File: src/rtl/audio_pkg.sv
// Shared audio-path definitions: run-state encoding, counter width helper and
// default frame geometry common to the serializer and the receive-side deserializer.
package audio_pkg;

  localparam int DEFAULT_WIDTH    = 16;
  localparam int DEFAULT_CHANNELS = 2;

  typedef enum logic {
    IDLE = 1'b0,
    RUN  = 1'b1
  } state_t;

  // Counter width for n states, never narrower than one bit.
  function automatic int clog2_min1(input int n);
    return (n <= 2) ? 1 : $clog2(n);
  endfunction

endpackage

File: src/rtl/pcm_frame_timer.sv
// Frame timing for the PCM transmitter: bit and slot counters, frame_sync,
// ch_idx and the last-bit strobe that marks the upcoming frame boundary.
module pcm_frame_timer
  import audio_pkg::*;
#(
  parameter int WIDTH    = DEFAULT_WIDTH,
  parameter int CHANNELS = DEFAULT_CHANNELS
) (
  input  logic                                bclk,
  input  logic                                reset,
  input  logic                                load,
  input  logic                                step,
  input  logic                                clear,
  output logic                                last_bit,
  output logic                                frame_sync,
  output logic [clog2_min1(CHANNELS)-1:0]     ch_idx
);

  localparam int BIT_W  = clog2_min1(WIDTH);
  localparam int SLOT_W = clog2_min1(CHANNELS);

  logic [BIT_W-1:0]  bit_cnt;
  logic [SLOT_W-1:0] slot_cnt;

  assign last_bit = (bit_cnt == BIT_W'(WIDTH - 1)) && (slot_cnt == SLOT_W'(CHANNELS - 1));
  assign ch_idx   = slot_cnt;

  // Counters always describe the bit currently on d_out.
  always_ff @(posedge bclk or posedge reset) begin
    if (reset) begin
      bit_cnt    <= '0;
      slot_cnt   <= '0;
      frame_sync <= 1'b0;
    end else if (load) begin
      bit_cnt    <= '0;
      slot_cnt   <= '0;
      frame_sync <= 1'b1;
    end else if (step) begin
      frame_sync <= 1'b0;
      if (bit_cnt == BIT_W'(WIDTH - 1)) begin
        bit_cnt  <= '0;
        slot_cnt <= slot_cnt + SLOT_W'(1);
      end else begin
        bit_cnt <= bit_cnt + BIT_W'(1);
      end
    end else if (clear) begin
      bit_cnt    <= '0;
      slot_cnt   <= '0;
      frame_sync <= 1'b0;
    end
  end

endmodule

File: src/rtl/pcm_serializer_tx.sv
// Multi-channel PCM serial transmitter: one-deep frame buffer, transmit shifter and
// IDLE/RUN control. Optional macro PCM_SERIALIZER_TX_HOLD_LAST_EN repeats the last frame on underrun.
module pcm_serializer_tx
  import audio_pkg::*;
#(
  parameter int WIDTH     = DEFAULT_WIDTH,
  parameter int CHANNELS  = DEFAULT_CHANNELS,
  parameter int MSB_FIRST = 1
) (
  input  logic                                bclk,
  input  logic                                reset,
  input  logic                                enable,
  input  logic [CHANNELS*WIDTH-1:0]           data,
  input  logic                                data_valid,
  output logic                                data_ready,
  output logic                                d_out,
  output logic                                frame_sync,
  output logic [clog2_min1(CHANNELS)-1:0]     ch_idx,
  output logic                                underrun
);

  localparam int FRAME_BITS = CHANNELS * WIDTH;

  // Handshake: a frame transfers on any rising bclk where data_valid && data_ready.
  // data_ready is high exactly while the holding buffer is empty; a full buffer ignores data_valid.

  state_t state, state_nxt;
  logic   load, step, clear, last_bit;

  logic [FRAME_BITS-1:0] buf_data;
  logic [FRAME_BITS-1:0] shifter;
  logic [FRAME_BITS-1:0] empty_fill;
  logic [FRAME_BITS-1:0] load_frame;
  logic [FRAME_BITS-1:0] ordered;

  always_ff @(posedge bclk or posedge reset) begin
    if (reset) state <= IDLE;
    else       state <= state_nxt;
  end

  // The frame in progress always completes; enable only matters at a boundary.
  always_comb begin
    state_nxt = state;
    load      = 1'b0;
    step      = 1'b0;
    clear     = 1'b0;
    unique case (state)
      IDLE: begin
        if (enable) begin
          load      = 1'b1;
          state_nxt = RUN;
        end
      end
      RUN: begin
        if (!last_bit) begin
          step = 1'b1;
        end else if (enable) begin
          load = 1'b1;
        end else begin
          clear     = 1'b1;
          state_nxt = IDLE;
        end
      end
      default: state_nxt = IDLE;
    endcase
  end

`ifdef PCM_SERIALIZER_TX_HOLD_LAST_EN
  logic [FRAME_BITS-1:0] last_frame;

  always_ff @(posedge bclk or posedge reset) begin
    if (reset)                    last_frame <= '0;
    else if (load && !data_ready) last_frame <= buf_data;
  end

  assign empty_fill = last_frame;
`else
  assign empty_fill = '0;
`endif

  // No bypass: an empty buffer at load time always yields the fill frame.
  assign load_frame = data_ready ? empty_fill : buf_data;

  // Reorder the frame into transmit order so the shifter only ever shifts right.
  always_comb begin
    ordered = '0;
    for (int s = 0; s < CHANNELS; s++) begin
      for (int b = 0; b < WIDTH; b++) begin
        if (MSB_FIRST != 0) ordered[s*WIDTH + b] = load_frame[s*WIDTH + WIDTH - 1 - b];
        else                ordered[s*WIDTH + b] = load_frame[s*WIDTH + b];
      end
    end
  end

  always_ff @(posedge bclk or posedge reset) begin
    if (reset) begin
      data_ready <= 1'b1;
      buf_data   <= '0;
      shifter    <= '0;
      d_out      <= 1'b0;
      underrun   <= 1'b0;
    end else begin
      underrun <= load && data_ready;
      if (data_valid && data_ready) begin
        buf_data   <= data;
        data_ready <= 1'b0;
      end else if (load) begin
        data_ready <= 1'b1;
      end
      if (load) begin
        shifter <= ordered >> 1;
        d_out   <= ordered[0];
      end else if (step) begin
        shifter <= shifter >> 1;
        d_out   <= shifter[0];
      end else if (clear) begin
        shifter <= '0;
        d_out   <= 1'b0;
      end
    end
  end

  pcm_frame_timer #(
    .WIDTH    (WIDTH),
    .CHANNELS (CHANNELS)
  ) u_timer (
    .bclk       (bclk),
    .reset      (reset),
    .load       (load),
    .step       (step),
    .clear      (clear),
    .last_bit   (last_bit),
    .frame_sync (frame_sync),
    .ch_idx     (ch_idx)
  );

endmodule

File: config.mk
export PLATFORM = sky130hd
export DESIGN_NAME = pcm_serializer_tx
export DESIGN_NICKNAME = d
export VERILOG_FILES = /design/src/rtl/audio_pkg.sv /design/src/rtl/pcm_frame_timer.sv /design/src/rtl/pcm_serializer_tx.sv
export SDC_FILE = /design/constraint.sdc
export NUM_CORES = 1
export LEC_CHECK = 0
export ABC_AREA = 1
export CAP_MARGIN = 10
export CORE_UTILIZATION = 23
export DETAILED_ROUTE_END_ITERATION = 12
export GPL_ROUTABILITY_DRIVEN = 0
export PLACE_DENSITY = 0.37
export SLEW_MARGIN = 30
export SYNTH_ARGS = -nofsm -noshare
export SYNTH_HDL_FRONTEND = slang
export SYNTH_SLANG_ARGS = --single-unit
File: constraint.sdc
create_clock -name bclk -period 4.92 [get_ports bclk]
set_clock_uncertainty 0.2 [all_clocks]
set_input_delay 0.984 -clock bclk [delete_from_list [all_inputs] [get_ports bclk]]
set_output_delay 0.984 -clock bclk [all_outputs]
set_load 0.02 [all_outputs]
==> run summary <==
status: finished clean
Total Routed Length: 7.99 mm
Leakage: 2.07 nW
most frequent cells in the layout: nand2_1, dfrtp_1, clkdlybuf4s50_1
Net Count, Synth: 428
Post-CTS Setup Bufs: 0
Rows: 45
RSZ-0062 raised after global routing: no
WS Path Type: flop to output port
Starting Density: 0.234
clock root buffer: clkbuf_16
CTS HTree Levels: 3
Worst EP required: 3740 ps
clk slew on worst S/H paths: 50 ps
Hold Fails Final Rpt: 0
R2R Setup Slk: 2680 ps
Setup-failing EPs final: 0
Cell variety after synth: 24
first-pass GRT wire length: 14.1 mm
CP Capture Type: output port
Antenna Nets Post-Route: 0
vias in the first global route: 2874
post-DP HPWL: 4.72 mm
share of layout cells above drive strength 1: 0.194
crit-path cells: clkdlybuf4s50_1
Final nets: 455
Crit path arrival time: 2010 ps
Levels on crit path: 1
Seq pwr share: 0.439
Skew-Pair Late Insertion Delay: 330 ps
Max-cap violations: 0
VDD IR max: 0.200 mV
Via density: 4.32
Clock Path Buffers: 2
worst min-delay path class: flop to flop
CTS tree: yes
# port buffers: 40
Antenna Cells: 0
WHS: 284 ps
sum of negative setup slack: 0 ps
startpoint types: flop
Mean Syn Cell Area: 9.08 um^2
sw frac: 0.346
largest net degree at the start of global routing: 65
Main synth FF type: dfrtp_1
Routed WL per cell: 13.1 um
Tcrit/Tclk final: 0.649
commonest non-fill, non-tap cell in the layout: nand2_1
Post-CTS Hold Fix Bufs: 0
max-slew violation count: 0
Pre-antenna DRT Iters: 4
filler cell count: 1663
Ys Warns: 0
NetSw: 0.759 mW
top-level port count: 41
Yosys reg bits: 73
Int Pwr: 1.44 mW
initial antenna violation count: 0
worst reg-to-reg path cell count: 4
Post-synth EDFFs: 0
Buf/Inv on CP: 1
die width: 126 um
vias: 2641
Logic pwr share: 0.285
area of all placed cells without fillers: 4300 um^2
Peak Freq: 313 MHz
cell family with most CP delay: flip-flops
clock share of power: 0.276
Crit path largest cell delay: 960 ps
post-CTS sizing: 0
pwr dens: 511 nW/um^2
GRT overflow: 0
Cells after Synth: 391
Worst-Margin Slew: 773 ps
area grow syn2layout: 21.0%
Async SR Flop Fraction: 1.00
post-synthesis sequential area ratio: 0.515
Slowest cell on crit path: dfstp_2
synthesized area: 3550 um^2
Total Routing Usage GR: 0.111
core area: 15100 um^2
TritonCTS Buffers: 9
min Tclk post-route: 3190 ps
# DRC: 0
Worst Hold Depth: 2
Die H: 126 um
relative slew slack: 0.484
Crit Path Max Fanout: 34
Iter 0 DRT Violations: 118
clk sink count: 73
Die Area: 15900 um^2
Post-DP Area: 4020 um^2
## final timing paths
kind / startpoint / end
max: data_ready / data_ready
min: buf_data[16] / buf_data[16]
max reg2reg: data_ready / buf_data[8]
min reg2reg: buf_data[16] / buf_data[16]
max in group asynchronous: reset / shifter[19]
min in group asynchronous: reset / buf_data[21]
## state kept, by name, indices dropped and copies added (netlist names)
signal and flops:
underrun 1, d_out 1, u_timer.frame_sync 1, u_timer.ch_idx 1, u_timer.bit_cnt 4, data_ready 1
shifter 31, state 1, buf_data 32
## synthesized netlist by cell type (all sizes together), types with 3 or more instances
cell,n,area share
nor2,35,0.038
inv,37,0.039
nand4,31,0.055
a21oi,3,0.0042
nand3,34,0.090
buf,21,0.048
clkbuf,6,0.0063
o21ai,34,0.048
nand2,114,0.15
dfrtp,72,0.51
## per-stage QoR
stage	std cells	total power, mW	util	setup slack, ps
6_report	611	2.20	0.284	1730
4_1_cts	611	2.24	0.283	1650
3_3_place_gp	595	1.61	0.265	1910
2_1_floorplan	391	1.46	-	1880
3_5_place_dp	595	1.62	0.265	1870
5_1_grt	611	2.38	0.284	1590
## logic make-up (layout without fill, tap and decap cells)
| family | after synthesis | after routing | share of synthesized area |
|---|---|---|---|
| simple gates | 215 | 215 | 0.334 |
| buf+inv | 64 | 96 | 0.0931 |
| compound gates | 38 | 38 | 0.0543 |
| fa+ha+maj | 1 | 1 | 0.00352 |
| flops | 73 | 73 | 0.515 |
## power by group through the flow
| stage | Clock [mW] | Sequential [mW] | Combinational (mW) |
|---|---|---|---|
| after floorplan | 0 | 0.938 | 0.523 |
| after global placement | 0 | 0.976 | 0.635 |
| after detailed placement | 0 | 0.973 | 0.643 |
| after CTS | 0.633 | 0.967 | 0.644 |
| after global routing | 0.658 | 0.995 | 0.723 |
| final | 0.606 | 0.963 | 0.626 |
## routing by layer
metal | wire length [um] | global-route usage
met1 | 3780 | 0.139
met2 | 3920 | 0.185
met3 | 201 | 0.0238
met4 | 83 | 0.0446
met5 | 0 | 0
## cell type report
cell class                      count  area, um^2  area share
Clock buffer                       15         268      0.0623
Sequential cell                    73        1830       0.426
Clock inverter                      1        5.00     0.00117
Multi-Input combinational cell    254        1400       0.325
Timing Repair Buffer               43         423      0.0985
Inverter                           37         140      0.0326
Tap cell                          188         235      0.0548
Note: power is estimated with default switching activity, not from simulation.
